**config.mk**
```make
export PLATFORM = sky130hd
export DESIGN_NAME = xillybus_mem_port
export DESIGN_NICKNAME = d
export VERILOG_FILES = /design/src/rtl/xillybus_mem_pkg.sv /design/src/rtl/xillybus_sdp_ram.sv /design/src/rtl/xillybus_mem_port.sv
export SDC_FILE = /design/constraint.sdc
export NUM_CORES = 1
export LEC_CHECK = 0
export BUFFER_PORTS_ARGS = -buffer_cell sky130_fd_sc_hd__buf_2
export CELL_PAD_IN_SITES_DETAIL_PLACEMENT = 1
export CELL_PAD_IN_SITES_GLOBAL_PLACEMENT = 1
export CORE_MARGIN = 1
export CORE_UTILIZATION = 40
export DETAILED_ROUTE_END_ITERATION = 6
export PLACE_DENSITY_LB_ADDON = 0.1
export SKIP_LAST_GASP = 1
export SYNTH_ARGS = -nofsm -noshare
export SYNTH_HDL_FRONTEND = slang
export SYNTH_SLANG_ARGS = --single-unit
```
**constraint.sdc**
```tcl
create_clock -name bus_clk -period 5.2 [get_ports bus_clk]
set_input_delay 1.04 -clock bus_clk [delete_from_list [all_inputs] [get_ports bus_clk]]
set_output_delay 1.04 -clock bus_clk [all_outputs]
set_load 0.05 [all_outputs]
```
**src/rtl/xillybus_mem_pkg.sv**
```systemverilog
// Shared constants and pointer arithmetic for the Xillybus seekable-memory endpoint.
package xillybus_mem_pkg;

    localparam int unsigned RELOAD_CYCLES = 1;

    // Advance a pointer; at the last address either wrap to zero or hold.
    function automatic logic [31:0] ptr_inc(input logic [31:0] ptr,
                                            input logic [31:0] last,
                                            input logic        wrap_en);
        if (ptr == last) begin
            return wrap_en ? '0 : last;
        end
        return ptr + 32'd1;
    endfunction

endpackage

```
**src/rtl/xillybus_sdp_ram.sv**
```systemverilog
// Simple dual-port RAM: host write + host read, plus a read-only user port.
// Both read ports are registered and return the pre-write word on a collision.
module xillybus_sdp_ram
    import xillybus_mem_pkg::*;
#(
    parameter int unsigned DATA_W = 8,
    parameter int unsigned ADDR_W = 5
) (
    input  logic              i_clk,
    input  logic              i_rstn,
    input  logic              i_wr_en,
    input  logic [ADDR_W-1:0] i_wr_addr,
    input  logic [DATA_W-1:0] i_wr_data,
    input  logic              i_rd_en,
    input  logic [ADDR_W-1:0] i_rd_addr,
    output logic [DATA_W-1:0] o_rd_data,
    input  logic [ADDR_W-1:0] i_usr_addr,
    output logic [DATA_W-1:0] o_usr_data
);

    logic [DATA_W-1:0] r_mem [2**ADDR_W];
    logic [DATA_W-1:0] r_rd_data;
    logic [DATA_W-1:0] r_usr_data;

    always_ff @(posedge i_clk) begin
        if (i_wr_en) begin
            r_mem[i_wr_addr] <= i_wr_data;
        end
    end

    // Only the output registers are reset; array contents stay undefined.
    always_ff @(posedge i_clk) begin
        if (!i_rstn) begin
            r_rd_data  <= '0;
            r_usr_data <= '0;
        end else begin
            if (i_rd_en) begin
                r_rd_data <= r_mem[i_rd_addr];
            end
            r_usr_data <= r_mem[i_usr_addr];
        end
    end

    assign o_rd_data  = r_rd_data;
    assign o_usr_data = r_usr_data;

endmodule

```
**src/rtl/xillybus_mem_port.sv**
```systemverilog
// Seekable memory endpoint for Xillybus user_{r,w}_mem_* streams with
// independent read/write pointers, auto-increment and optional EOF at the end.
module xillybus_mem_port
    import xillybus_mem_pkg::*;
#(
    parameter int unsigned DATA_W     = 8,
    parameter int unsigned ADDR_W     = 5,
    parameter bit          EOF_AT_END = 1'b0
) (
    input  logic              bus_clk,
    input  logic              bus_rstn,
    input  logic              user_w_mem_wren,
    input  logic [DATA_W-1:0] user_w_mem_data,
    output logic              user_w_mem_full,
    input  logic              user_w_mem_open,
    input  logic              user_r_mem_rden,
    output logic [DATA_W-1:0] user_r_mem_data,
    output logic              user_r_mem_empty,
    output logic              user_r_mem_eof,
    input  logic              user_r_mem_open,
    input  logic [ADDR_W-1:0] user_mem_addr,
    input  logic              user_mem_addr_update,
    input  logic [ADDR_W-1:0] usr_addr,
    output logic [DATA_W-1:0] usr_rdata
);

    localparam logic [31:0] LAST = 32'((64'd1 << ADDR_W) - 64'd1);

    logic [ADDR_W-1:0] r_wr_ptr;
    logic [ADDR_W-1:0] r_rd_ptr;
    logic [3:0]        r_reload_cnt;
    logic              r_eof;

    logic              w_reload;
    logic              w_wr_en;
    logic              w_rd_en;
    logic              w_rd_last;
    logic [ADDR_W-1:0] w_wr_next;
    logic [ADDR_W-1:0] w_rd_next;

    // Flags follow the open signals combinationally, masked while reloading.
    assign w_reload         = (r_reload_cnt != '0);
    assign user_w_mem_full  = w_reload | ~user_w_mem_open;
    assign user_r_mem_empty = w_reload | ~user_r_mem_open | r_eof;
    assign user_r_mem_eof   = r_eof;

    assign w_wr_en   = bus_rstn & user_w_mem_wren & ~user_w_mem_full;
    assign w_rd_en   = bus_rstn & user_r_mem_rden & ~user_r_mem_empty;
    assign w_rd_last = (r_rd_ptr == '1);
    assign w_wr_next = ADDR_W'(ptr_inc(32'(r_wr_ptr), LAST, 1'b1));
    assign w_rd_next = ADDR_W'(ptr_inc(32'(r_rd_ptr), LAST, !EOF_AT_END));

    // A seek coinciding with an access lets the access use the old pointer.
    always_ff @(posedge bus_clk) begin
        if (!bus_rstn) begin
            r_wr_ptr     <= '0;
            r_rd_ptr     <= '0;
            r_reload_cnt <= 4'(RELOAD_CYCLES);
            r_eof        <= 1'b0;
        end else if (user_mem_addr_update) begin
            r_wr_ptr     <= user_mem_addr;
            r_rd_ptr     <= user_mem_addr;
            r_reload_cnt <= 4'(RELOAD_CYCLES);
            r_eof        <= 1'b0;
        end else begin
            if (w_reload) begin
                r_reload_cnt <= r_reload_cnt - 4'd1;
            end
            if (w_wr_en) begin
                r_wr_ptr <= w_wr_next;
            end
            if (w_rd_en) begin
                r_rd_ptr <= w_rd_next;
                if (EOF_AT_END && w_rd_last) begin
                    r_eof <= 1'b1;
                end
            end
        end
    end

    xillybus_sdp_ram #(
        .DATA_W (DATA_W),
        .ADDR_W (ADDR_W)
    ) u_ram (
        .i_clk      (bus_clk),
        .i_rstn     (bus_rstn),
        .i_wr_en    (w_wr_en),
        .i_wr_addr  (r_wr_ptr),
        .i_wr_data  (user_w_mem_data),
        .i_rd_en    (w_rd_en),
        .i_rd_addr  (r_rd_ptr),
        .o_rd_data  (user_r_mem_data),
        .i_usr_addr (usr_addr),
        .o_usr_data (usr_rdata)
    );

endmodule

```
### Word level (Yosys, flattened, before mapping)

Memory sizes are Yosys's and may differ from the RTL's. A register that Yosys moved wholly into a read port is not among the register bits.
Index checks and enable logic that the tools add are counted.
W data, S select, Z words.

* bits of input ports: 25
* memories: 1
* bits in latches: 0
* bits in read-only memories: 0
* flip-flop bits (word level): 14
* logic and storage cells: 38
* output and inout bits: 19
* bits in writable memories: 256

* shifts and indexed selects: 0
* reduce and logical (&&, ||, !) cells: 6
* eq/ne operators: 2
* mux-type cells: 12
* order comparisons: 0
* divide/modulo/power cells: 0
* $add $sub $neg: 3
* bitwise logic cells: 11
* multipliers: 0

Memory list
* u_ram.r_mem: depth 32, width 8, read ports 2, clocked after Yosys merged registers in 2, wr ports 1, RTL line xillybus_sdp_ram.sv:21 `logic [DATA_W-1:0] r_mem [2**ADDR_W];`

Operator list (count)
* $mux W5: 8
* $add A5 B1 Y5 const B: 2
* $eq A5 B5 Y1 const B: 2
* $not A1 Y1: 5
* $and A1 B1 Y1: 4
* $mux W1: 4
* $reduce_bool A2 Y1: 2
* $reduce_bool A4 Y1: 1
* $sub A4 B1 Y4 const B: 1
* $logic_not A1 Y1: 2
* $or A1 B1 Y1: 2
* $reduce_or A2 Y1: 1

### Depth between registers and ports, before layout

* depth after elaboration: 6
* gate-level depth with buffers: 8
* gate-level depth less buffers: 6

### Cells and area by module

From an unflattened synthesis, not the netlist that was laid out.

* cell total of the unflattened synthesis: 840
* area, all modules: 13449.1 µm²

By module, submodules not included
* xillybus_sdp_ram: sequential area each 8007.7 µm², cells an instance 748, area each 12644.6 µm², times used 1
* xillybus_mem_port: sequential area each 280.3 µm², cells an instance 92, area each 804.5 µm², times used 1

### Worst setup path before layout

OpenSTA, ideal clock, no wires.

* kind: input to register
* start point: input usr_addr[0]
* end point: register u_ram.r_usr_data[1], in the netlist u_ram.o_usr_data[1], read port of u_ram.r_mem
* path buffers: 2
* arrival: 2.375 ns
* data required time: 5.059 ns
* setup time: 0.141 ns
* cell stages on the path: 6
* slack: 2.684 ns
* cell sequence: buf_4 > buf_6 > mux4_2 > mux2_2 > o221ai_1 > a221oi_1

RTL lines
* start, declared: RTL line xillybus_mem_port.sv:23 `input logic [ADDR_W-1:0] usr_addr,`
* end, declared: RTL line xillybus_sdp_ram.sv:23 `logic [DATA_W-1:0] r_usr_data;`

### Worst setup path after layout

* start point: input bus_rstn
* end point: memory u_ram.r_mem[14][0], enable pin

* word-level cells in the longest chain between the ends: 4

Ends and longest elaborated chain
* start, declared: RTL line xillybus_mem_port.sv:11 `input logic bus_rstn,`
* $and A1 B1 Y1 (2 in a row): RTL line xillybus_mem_port.sv:47 `assign w_wr_en = bus_rstn & user_w_mem_wren & ~user_w_mem_full;`
* $mux W1: RTL line xillybus_sdp_ram.sv:26 `if (i_wr_en) begin`
* $mux W1 (implied by the code): RTL line xillybus_sdp_ram.sv:27 `r_mem[i_wr_addr] <= i_wr_data;`
* end, declared: RTL line xillybus_sdp_ram.sv:21

No other way between the ends.

==> flow_summary.ini <==
[die]
dieWidth_um = 184
io_pins = 44
row_count = 66
initial_utilization = 0.407
die_area_sq_um = 33900
die_h_um = 184
core_area_sq_um = 32500

[synth]
syn_inst = 718
async_flop_share = 0
synth_seq_area_share = 0.626
post_synth_most_frequent_cells = 256 x edfxtp_1, 114 x mux4_2, 49 x nor2_1
post_syn_nets = 753
yosysTopAreaCellShare = 0.580
syn_avg_cell_area_sq_um = 18.5
synth_warnings = 0
yosys.area.top_type = edfxtp_1
synth_enable_flop_cells = 256
synthTopCellsByArea = edfxtp_1 58%, mux4_2 19%, dfxtp_1 4.5%
distinct_cell_type_count_after_synthesis = 49
yosys_most_used_dff = edfxtp_1
synth.ff_latch_count = 286
synthesis.area_sq_um = 13200
yosys.cell_count.top_type = edfxtp_1

[worst_setup_path]
worst_ep_required_time_ns = 5.37
r2r_slack_ns = 2.27
setup.worst_path.end_class = flop
cp_capture_point = u_ram.r_mem[14][0]
reg2regPathDepth = 6
reg2reg_to = u_ram.r_mem[14][0]
cp-startpoint = bus_rstn
start_kind = input pin
worst-path-max-fanout = 16
cp.arrival_ns = 3.26
reg2reg_from = r_reload_cnt[0]
criticalPathCategory = input pin to flop

[sta]
finalHoldViolCount = 0
rsz0062_at_grt = false
min_period_ns = 3.08
finalSetupTns_ns = 0
final_max_slew_viol_count = 0
timing_worst_slew_pin_value_ns = 1.34
max_clock_freq_ghz = 0.324
finalWorstSetupSlack_ns = 2.12
holdWs_ns = 0.518
finalSetupViolCount = 0
slew_headroom = 0.103
layout_worst_path_cycle_share = 0.593
skew_ns = 0.0182

[run_status]
outcome = finished, final reports clean

[place]
numPortBuffers = 42
globalplace.congestion = 0.885
hpwl_dp_mm = 27.8
detailedPlace.worstSlack_ns = 1.60

[cts]
cts_buffer_count = 31
clkSinkCount = 286
cts_tree = built
cts_root_buf = clkbuf_16
cts.clk_slew.worst_paths_ns = 0.06
post_cts.resized_instances = 0
cts_setup_buffers = 0
clock_tree.buffer_depth = 3
htree_levels = 1
cts.hold.buffers_added = 0
clk-insertion-delay-late_ns = 0.56

[detailed_routing]
drt-vias-per-instance = 6.36
drt_pre_antenna_iters = 5
drt_first_iter_violations = 829
wl_mm = 40.3
met3_wirelength_mm = 2.44
num_vias = 7731
m1WireLength_mm = 17.3
maxUsedRoutingLayer = met4
remaining_drc_errors = 0
routed-wl-met2_mm = 19.7
post_drt_wl_per_cell_um = 33.2
antenna_left = 0

[min_path]
min-delay-path-class = flop to flop

[pwr]
design_power_total_uw = 5030
p_leak_uw = 0.00460
peakVddDrop_uv = 306
power.density_cell_area_nw_per_um2 = 342

[cells_and_area]
fillCellCount = 3110
area.sequential_sq_um = 8290
multi_input_area_sq_um = 4640
area_growth_from_synthesis_to_layout_pct = 11.1
design.final.nets = 784
drive_above_1_share = 0.295

[grt]
grt_first_pass_wirelength_mm = 58.0
gr-total-overflow = 0
antenna_found_initial = 1
grt_pass1_vias = 7891
grt_max_degree = 65
grt_util_all_layers = 0.244

[job]
maxCapViolCount = 0
==> critical path, stage by stage <==
cell       delay [ns]
buf_2            0.28
nand4bb_1        0.25
nor2_1           0.41
nand2_1          0.51
nor2_1           0.75
==> logic make-up (layout without fill, tap and decap cells) <==
kind of cell	count (synthesis)	count (layout)	share of synthesized area
muxes	155	155	0.243
and+or+nand+nor	109	109	0.0405
other	1	2	0.000283
xor gates and xnor gates	3	3	0.00198
DFF	286	286	0.626
adders and majority gates	10	10	0.00944
AOI/OAI and AO/OA	98	98	0.0550
buffers and inverters	56	111	0.0243
==> per-layer routing <==
metal | up-vias | global-route usage
met2 | 327 | 0.401
li1 | 3130 | -
met4 | 0 | 0.0587
met3 | 58 | 0.0331
met5 | - | 0
met1 | 4216 | 0.344
==> where the power goes <==
part	internal [uW]	total, uW	switching (uW)
clock	1140	2050	914
sequential	2520	2560	46.3
combinational	167	416	248
total	3820	5030	1210
==> per-stage QoR <==
stage | cells | utilization | area, sq um
final | 1216 | 0.452 | 14700
after floorplan | 718 | - | 13200
after detailed placement | 1158 | 0.423 | 13800
after global placement | 1158 | 0.423 | 13800
after global routing | 1215 | 0.452 | 14700
after CTS | 1215 | 0.452 | 14700
==> layout by cell type, fill, tap and decap left out, drive strengths merged, types with 7 or more instances in the layout <==
master,synthesis,final
edfxtp,256,256
mux4,128,128
nor2,49,49
buf,31,48
clkbuf,19,32
dfxtp,30,30
nand2,18,18
clkinv,0,18
mux2i,16,16
o21ai,15,15
o221ai,14,14
a21oi,12,12
a22oi,12,12
mux2,11,11
a22o,10,10
ha,10,10
or3,9,9
nand2b,7,7
==> flip-flops by register name (all words and copies together) (netlist names) <==
signal / flops
r_wr_ptr: 5
u_ram.r_mem: 256
r_rd_ptr: 5
r_reload_cnt: 4
u_ram.o_rd_data: 8
u_ram.o_usr_data: 8
==> area by class of cell <==
type | count | share of cell area
clock buffers | 32 | 0.0530
well taps | 442 | 0.0376
repair buffers | 48 | 0.0177
clock inverters | 25 | 0.0115
flip-flops and latches | 286 | 0.563
multi-input cells | 376 | 0.315
inverters | 6 | 0.00153
diodes | 1 | 0.000170
==> worst min-delay path by stage <==
stage | start | end | slack (ns) | depth (start not counted)
4_1_cts | u_ram.o_rd_data[4] | u_ram.o_rd_data[4] | 0.52 | 2
5_1_grt | u_ram.o_rd_data[4] | u_ram.o_rd_data[4] | 0.53 | 2
3_3_place_gp | u_ram.o_rd_data[5] | u_ram.o_rd_data[5] | 0.48 | 2
2_1_floorplan | r_rd_ptr[3] | r_rd_ptr[3] | 0.48 | 2
6_report | u_ram.o_rd_data[4] | u_ram.o_rd_data[4] | 0.52 | 2
3_5_place_dp | u_ram.o_rd_data[4] | u_ram.o_rd_data[4] | 0.50 | 2
Note: power is estimated with default switching activity, not from simulation.
